===== config.mk =====
export PLATFORM = sky130hd
export DESIGN_NAME = vga_ds_reg_snapshot
export DESIGN_NICKNAME = d
export VERILOG_FILES = /design/src/rtl/vga_ds_pkg.sv /design/src/rtl/vga_ds_shadow_ram.sv /design/src/rtl/vga_ds_reg_snapshot.sv
export SDC_FILE = /design/constraint.sdc
export NUM_CORES = 2
export LEC_CHECK = 0
export ABC_AREA = 1
export BUFFER_PORTS_ARGS = -buffer_cell sky130_fd_sc_hd__clkbuf_2
export CAP_MARGIN = 10
export CORE_MARGIN = 3
export CORE_UTILIZATION = 30
export DETAILED_ROUTE_END_ITERATION = 6
export PLACE_DENSITY = 0.43
export SLEW_MARGIN = 10
export SYNTH_ARGS = -nofsm -noshare
export SYNTH_HDL_FRONTEND = slang
export SYNTH_SLANG_ARGS = --single-unit

===== constraint.sdc =====
create_clock -name clk -period 13.4 [get_ports clk]
set_clock_uncertainty 0.05 [all_clocks]
set_input_delay 0.67 -clock clk [delete_from_list [all_inputs] [get_ports clk]]
set_output_delay 0.67 -clock clk [all_outputs]
set_load 0.05 [all_outputs]

===== src/rtl/vga_ds_pkg.sv =====
// Shared constants and state encoding for the register snapshot stage.
// Latency: n/a (declarations only).
// Backpressure: n/a.
package vga_ds_pkg;

  localparam int REG_N  = 32;  // CPU registers captured per snapshot
  localparam int REG_AW = 5;   // register address width

  typedef enum logic [1:0] {
    IDLE,
    SCAN,
    DRAIN,
    SWAP
  } snap_state_t;

endpackage


===== src/rtl/vga_ds_shadow_ram.sv =====
// Double-buffered shadow store: 2 banks x 32 words x 32 bits, one write port, one registered read port.
// Latency: 1 cycle read; writes land on the clock edge.
// Backpressure: none; both ports accept every cycle.
//
// Ports:
//   clk, resetn        clock, async active-low reset (read register only)
//   wr_en/addr/data    write port; addr MSB selects the bank
//   rd_addr            read address; addr MSB selects the bank
//   rd_zero            force the registered read data to 0 (no valid snapshot yet)
//   rd_data            registered read data
module vga_ds_shadow_ram
  import vga_ds_pkg::*;
(
  input  logic              clk,
  input  logic              resetn,
  input  logic              wr_en,
  input  logic [REG_AW:0]   wr_addr,
  input  logic [31:0]       wr_data,
  input  logic [REG_AW:0]   rd_addr,
  input  logic              rd_zero,
  output logic [31:0]       rd_data
);

  // Contents are deliberately not reset; rd_zero hides them until the first swap.
  logic [31:0] mem [2*REG_N];

  always_ff @(posedge clk) begin
    if (wr_en) begin
      mem[wr_addr] <= wr_data;
    end
  end

  always_ff @(posedge clk or negedge resetn) begin
    if (!resetn) begin
      rd_data <= '0;
    end else begin
      rd_data <= rd_zero ? '0 : mem[rd_addr];
    end
  end

endmodule


===== src/rtl/vga_ds_reg_snapshot.sv =====
// Once per frame, scan all 32 CPU registers into the back shadow bank on the vsync active edge, then swap banks.
// Latency: scan busy for 33+RD_LAT cycles; screen read is 1 cycle with no stalls.
// Backpressure: none; vsync edges arriving while busy or frozen are dropped, not queued.
//
// Ports:
//   clk, resetn                  system clock, async active-low reset
//   vsync, freeze                frame edge source; freeze blocks new scans
//   cpu_regAddr / cpu_regData    CPU register-file read port (data RD_LAT cycles after address)
//   scr_regAddr / scr_regData    screen read port, registered
//   busy, frame_cnt              scan in progress; completed snapshots (wraps)
module vga_ds_reg_snapshot
  import vga_ds_pkg::*;
#(
  parameter int RD_LAT    = 1,     // legal 0..3
  parameter bit VSYNC_POL = 1'b0   // vsync active level
) (
  input  logic              clk,
  input  logic              resetn,
  input  logic              vsync,
  input  logic              freeze,
  output logic [REG_AW-1:0] cpu_regAddr,
  input  logic [31:0]       cpu_regData,
  input  logic [REG_AW-1:0] scr_regAddr,
  output logic [31:0]       scr_regData,
  output logic              busy,
  output logic [7:0]        frame_cnt
);

  localparam logic [1:0]        DRAIN_LAST = (RD_LAT == 0) ? 2'd0 : 2'(RD_LAT - 1);
  localparam logic [REG_AW-1:0] ADDR_LAST  = REG_AW'(REG_N - 1);

  snap_state_t       state, state_nxt;
  logic              vsync_q;
  logic              bank;        // front bank; the back bank is ~bank
  logic              valid;       // at least one snapshot has completed
  logic [1:0]        drain_cnt;
  logic              start;
  logic              scan_act;
  logic              wr_en;
  logic [REG_AW-1:0] wr_addr;

  assign start = (vsync_q != VSYNC_POL) && (vsync == VSYNC_POL) && !freeze && (state == IDLE);

  // State register
  always_ff @(posedge clk or negedge resetn) begin
    if (!resetn) begin
      state <= IDLE;
    end else begin
      state <= state_nxt;
    end
  end

  // Next-state logic
  always_comb begin
    state_nxt = state;
    unique case (state)
      IDLE:    if (start) state_nxt = SCAN;
      SCAN:    if (cpu_regAddr == ADDR_LAST) state_nxt = (RD_LAT == 0) ? SWAP : DRAIN;
      DRAIN:   if (drain_cnt == DRAIN_LAST) state_nxt = SWAP;
      SWAP:    state_nxt = IDLE;
      default: state_nxt = IDLE;
    endcase
  end

  // Output decode
  always_comb begin
    busy     = (state != IDLE);
    scan_act = (state == SCAN);
  end

  // Edge detect, address stepping, bank/valid/counter bookkeeping
  always_ff @(posedge clk or negedge resetn) begin
    if (!resetn) begin
      vsync_q     <= !VSYNC_POL;
      cpu_regAddr <= '0;
      drain_cnt   <= '0;
      bank        <= 1'b0;
      valid       <= 1'b0;
      frame_cnt   <= '0;
    end else begin
      vsync_q <= vsync;
      // Address parks at 0 outside SCAN so the next scan starts at register 0.
      if (scan_act && cpu_regAddr != ADDR_LAST) begin
        cpu_regAddr <= cpu_regAddr + REG_AW'(1);
      end else begin
        cpu_regAddr <= '0;
      end
      drain_cnt <= (state == DRAIN) ? drain_cnt + 2'd1 : 2'd0;
      if (state == SWAP) begin
        bank      <= ~bank;
        valid     <= 1'b1;
        frame_cnt <= frame_cnt + 8'd1;
      end
    end
  end

  // Capture delay line: aligns each address with the CPU data that returns RD_LAT cycles later.
  generate
    if (RD_LAT == 0) begin : g_nodly
      assign wr_en   = scan_act;
      assign wr_addr = cpu_regAddr;
    end else begin : g_dly
      logic [RD_LAT-1:0] dly_vld;
      logic [REG_AW-1:0] dly_addr [RD_LAT];

      always_ff @(posedge clk or negedge resetn) begin
        if (!resetn) begin
          dly_vld <= '0;
          for (int i = 0; i < RD_LAT; i++) dly_addr[i] <= '0;
        end else begin
          dly_vld[0]  <= scan_act;
          dly_addr[0] <= cpu_regAddr;
          for (int i = 1; i < RD_LAT; i++) begin
            dly_vld[i]  <= dly_vld[i-1];
            dly_addr[i] <= dly_addr[i-1];
          end
        end
      end

      assign wr_en   = dly_vld[RD_LAT-1];
      assign wr_addr = dly_addr[RD_LAT-1];
    end
  endgenerate

  // Writes always target the back bank and reads the front bank, so they never collide.
  vga_ds_shadow_ram u_ram (
    .clk     (clk),
    .resetn  (resetn),
    .wr_en   (wr_en),
    .wr_addr ({~bank, wr_addr}),
    .wr_data (cpu_regData),
    .rd_addr ({bank, scr_regAddr}),
    .rd_zero (!valid),
    .rd_data (scr_regData)
  );

endmodule


# Yosys cells after proc, flatten, opt, wreduce, memory -nomap -nowiden
# Memory sizes are Yosys's and may differ from the RTL's.
# Index checks and enable logic that the tools add are counted.
[totals]
inputBits = 41
out_inout_bits = 46
memories = 1
wordCells = 42
ff_bits = 58
ram_bits = 2048
[mem_list]
columns = ["memory", "words", "width", "read_ports", "rd_ports_with_merged_regs", "write_ports", "line", "text"]
rows = [
  ["u_ram.mem", 64, 32, 1, 0, 1, "vga_ds_shadow_ram.sv:25", "logic [31:0] mem [2*REG_N];"],
]
[classes]
bitwise = 2
reduce_logical = 9
eq_ne = 8
muxes = 9
add_sub_neg = 3
[op_table]
columns = ["cell", "count"]
rows = [
  ["$mux W32", 1],
  ["$add A8 B1 Y8 const B", 1],
  ["$mux W2", 4],
  ["$pmux W2 S4", 1],
  ["$add A5 B1 Y5 const B", 1],
  ["$eq A5 B5 Y1 const B", 1],
  ["$mux W5", 1],
  ["$ne A5 B5 Y1 const B", 1],
  ["$eq A2 B2 Y1 const B", 2],
  ["$logic_and A1 B1 Y1", 4],
  ["$logic_not A2 Y1", 2],
  ["$ne A2 B2 Y1 const B", 2],
  ["$reduce_and A3 Y1", 1],
  ["$add A2 B1 Y2 const B", 1],
  ["$eq A2 B1 Y1 const B", 1],
  ["$mux W1", 2],
  ["$ne A2 B1 Y1 const B", 1],
  ["$not A1 Y1", 2],
  ["$reduce_bool A2 Y1", 1],
  ["$logic_not A1 Y1", 1],
]

# Longest topological paths before layout
[logic_depth]
ltp_word = 6
ltp_mapped = 14
depth_no_buf = 11

# By module
# From an unflattened synthesis, not the netlist that was laid out.
[unflattened]
cells_unflattened = 6940
area_unflattened_um2 = 84253.3
[by_module_without_submodules]
columns = ["mod", "cells_per_inst", "instances", "area_each_um2"]
rows = [
  ["vga_ds_shadow_ram", 6826, 1, 83087.2],
  ["vga_ds_reg_snapshot", 114, 1, 1166.1],
]

# Worst setup path before layout
# No wires, ideal clock.
[synth_path]
kind = "register to register"
start = "register g_dly.dly_vld"
end = "memory u_ram.mem[48][0] (enable)"
path_slack_ps = 8913
setup_ps = 502
stages_incl_launch_ff = 4
period_less_slack_ps = 4487
required_ps = 12848
arrival_ps = 3935
path_cell_list = "dfrtp_1 clkbuf_1 nand4_1 nor4_1"
[synth_via]
elab_chain_cells = 2
[synth_rtl]
columns = ["item", "line", "text"]
rows = [
  ["start, declared", "vga_ds_reg_snapshot.sv:103", "logic [RD_LAT-1:0] dly_vld;"],
  ["start signal, assigned by index", "vga_ds_reg_snapshot.sv:114", "dly_vld[i] <= dly_vld[i-1];"],
  ["$mux W1", "vga_ds_shadow_ram.sv:28", "if (wr_en) begin"],
  ["$mux W1 (not written as such)", "vga_ds_shadow_ram.sv:29", "mem[wr_addr] <= wr_data;"],
  ["end, declared", "vga_ds_shadow_ram.sv:25", ""],
]
# Every way passes these cells.

# Worst setup path in the final report
[layout_path]
start = "input port scr_regAddr[0]"
end = "register u_ram.rd_data[25]"
[layout_via]
elab_chain_cells = 2
[layout_rtl]
columns = ["item", "line", "text"]
rows = [
  ["start, declared", "vga_ds_reg_snapshot.sv:23", "input logic [REG_AW-1:0] scr_regAddr,"],
  ["$mem_v2 Z64 W32", "n/a", ""],
  ["$mux W32", "vga_ds_shadow_ram.sv:37", "rd_data <= rd_zero ? '0 : mem[rd_addr];"],
  ["end signal, assigned", "vga_ds_shadow_ram.sv:37", ""],
  ["end, declared", "vga_ds_shadow_ram.sv:21", "output logic [31:0] rd_data"],
]
# Every way passes these cells.
# A chain may end at the register's enable or synchronous reset.

==> flow_summary.ini <==
[critical_path]
start_kind = primary input
worstSetupPathType = primary input to flop
r2r-start = bank
cp.required_ns = 14.15
crit_path_end_kind = flop
r2r_setup_slack_ns = 9.89
crit_fanout = 150
critPathArrivalTime_ns = 5.16
rr_worst_depth = 5
worstReg2RegEnd = u_ram.mem[4][11]

[power_and_ir_drop]
leakage_nw = 33.33
power_density_nw_per_um2 = 157.4
p_switching_mw = 4.075
cell_internal_pwr_mw = 11.03
switching_share_pct = 26.98
pwr-share-clk_pct = 40.0
p_seq_share_pct = 49.8
ir_drop_mv = 0.1177
combinationalPowerShare_pct = 10.2

[global_routing]
grt_max_degree = 179
antenna_found_initial = 14
grt_usage_pct = 19.58
grt-ovfl-total = 0
grt_pass1_wl_um = 406100
grt_pass1_vias = 53300

[logic_synthesis]
synth_top_area_share_pct = 73.11
synth_top_family_by_area = simple AND/OR/NAND/NOR gates
synth-xor-area-share_pct = 0.08329
synth-seq-area-share_pct = 74.83
syn_area_um2 = 84120
synthSimpleGateAreaFrac_pct = 21.63
syn_nets = 6971
synth_commonest_cells = nand2_1, edfxtp_1, nand3_1, buf_2, nor2_1
synth_flop_cell = edfxtp_1
synth_edf_count = 2048
synth_mux_area_share_pct = 0
syn_inst = 6922
synth.most_common_cell = nand2_1
ys_warn_count = 0
synth-adder-area-share_pct = 0.1190
yosysTopAreaCell = edfxtp_1
ys_seq_elements = 2106
synth.area.top_cells = edfxtp_1, nand3_1, nand2_1, dfrtp_1, buf_2
synth_compound_area_share_pct = 0.5116
avgSynthCellArea_um2 = 12.15
ys_types = 30
synth-async-reset-ratio_pct = 2.754

[sta]
clock.fmax_mhz = 226.6
totalNegativeSetupSlack_ns = 0
report.final.slew_viol_count = 0
maxSlewHeadroom_pct = 19.39
worstMarginPinSlew_ns = 1.209
min_period_ns = 4.414
final-setup-viol-count = 0
period_share_pct = 32.94
rsz0062_at_grt = false
hold_viol = 0

[clocking]
htreeDepth = 4
cts_setup_buffers = 0
clock_latency_ns = 0.88
ctsHoldBuffers = 2
cts_buffer_depth = 3
root_buffer = clkbuf_16
cts_sinks = 2106
cts_resized = 0
cts_made_buffers = 224
clk_pin_slew_ns = 0.06
cts_tree = done

[place]
dp.cells = 10420
port_buffers = 86
place.detailed.hpwl_um = 140500
place_congestion = 0.7847
dpl-instance-area_um2 = 88780

[floorplan]
ios = 87
core-area_um2 = 277700
initial_core_util_pct = 30.29
die_area_um2 = 286800
fp.dieW_um = 535.5
fp.dieH_um = 535.5
rows = 193

[final_layout]
fin_cells = 10850
synthToLayoutAreaGrowth_pct = 14.07
finish.utilization_pct = 34.55
fin_area_um2 = 95960
fin_nets = 6992
drive_gt1_share_pct = 8.882

[routing]
drtIter0Drc = 5277
drc = 0
met3_length_um = 16170
routed_via_density = 5.042
wire_per_inst_um = 26.48
vias = 54700
top_layer = met5
met2WireLength_um = 136600
drt-met1-wl_um = 128200
firstDrtPassIters = 6
antenna_left = 0
wirelength_um = 287300

[worst_hold_path]
hp-class = primary input to asynchronous set/reset pin

[job]
maxCapViolCount = 0

[outcome]
status = finished clean
## stage by stage
| step | setup WS, ns | power (mW) | hold slack [ns] |
|---|---|---|---|
| finish | 8.986 | 15.10 | 0.2732 |
| global route | 8.739 | 15.63 | 0.2734 |
| CTS | 9.137 | 15.26 | 0.2244 |
| detailed placement | 8.183 | 9.222 | 0.3687 |
| global placement | 8.185 | 9.218 | 0.3633 |
| floorplan | 8.913 | 8.382 | 0.3244 |
## cell type report
class,count,area [um2]
clock buffers,299,6107
inverters,28,142.6
clock inverters,122,1035
diodes,6,15.01
fillers,27400,181700
multi-input cells,4333,19270
flip-flops and latches,2106,62950
well taps,3705,4636
repair buffers,250,1795
## critical path, stage by stage
cell     delay [ns]
buf_8          0.18
inv_16         0.45
buf_4          0.79
buf_4          0.66
buf_4          0.82
nand2_1        0.11
nand3_1        0.10
nand3_1        0.09
nand3_1        0.15
nand3_1        0.25
nand3_1        0.19
nand2_1        0.20
nor2_1         0.16
## worst max path at each step
stage                              start                 to  slack (ns)  cells past startpoint
after detailed placement  scr_regAddr[0]  u_ram.rd_data[25]        8.18                     13
after floorplan            g_dly.dly_vld   u_ram.mem[48][0]        8.91                      3
after CTS                 scr_regAddr[0]  u_ram.rd_data[25]        9.14                     13
after global routing      scr_regAddr[0]  u_ram.rd_data[25]        8.74                     13
final                     scr_regAddr[0]  u_ram.rd_data[25]        8.99                     13
after global placement    scr_regAddr[0]  u_ram.rd_data[25]        8.18                     13
## power groups by stage
stage / clock network (mW) / logic (mW) / registers, mW
final: 6.04 / 1.54 / 7.52
after global routing: 6.44 / 1.65 / 7.53
after global placement: 0 / 1.55 / 7.67
after floorplan: 0 / 0.621 / 7.76
after detailed placement: 0 / 1.56 / 7.67
after CTS: 6.18 / 1.56 / 7.53
## cell families (layout without fill, tap and decap cells)
| kind of cell | Yosys count | count (layout) |
|---|---|---|
| and+or+nand+nor | 4237 | 4237 |
| DFF | 2106 | 2106 |
| xor gates and xnor gates | 8 | 8 |
| other | 0 | 6 |
| adders and majority gates | 8 | 8 |
| AOI/OAI and AO/OA | 80 | 80 |
| buffers and inverters | 483 | 699 |
## per-layer routing
layer,GRT usage [%],vias to the layer above
li1,-,24640
met1,27.19,28080
met2,32.32,1633
met5,0,-
met4,4.607,2
met3,2.852,343
## cell usage in the layout, fill, tap and decap left out, types with 3 or more instances in the layout
cell	Yosys	routed
buf_12	0	7
edfxtp_1	2048	2048
ha_1	8	8
clkinvlp_4	0	4
nor4_2	0	8
xor2_1	5	5
nor2_1	154	98
diode_2	0	6
clkbuf_16	0	224
clkbuf_8	0	22
clkbuf_1	93	53
xnor2_1	3	3
inv_1	25	22
nand4_1	10	10
o21ai_1	15	15
inv_16	0	5
nand2_1	2271	2271
o21ai_0	14	14
clkinv_16	0	7
bufinv_16	0	8
clkbuf_2	0	80
nor2_4	0	56
nand3_1	1789	1789
o22ai_1	14	14
a21oi_1	30	30
dfrtp_1	57	55
clkinv_8	0	4
a31oi_1	5	5
clkinv_1	1	56
buf_8	0	3
clkinv_2	0	39
buf_4	40	157
## sequential cells by signal (all words and copies together) (netlist names)
name / count
frame_cnt: 8
u_ram.mem: 2048
g_dly.dly_vld: 1
u_ram.rd_data: 32
vsync_q: 1
cpu_regAddr: 5
bank: 1
g_dly.dly_addr: 5
state: 2
drain_cnt: 2
valid: 1
Power figures use the tool's default switching activity.
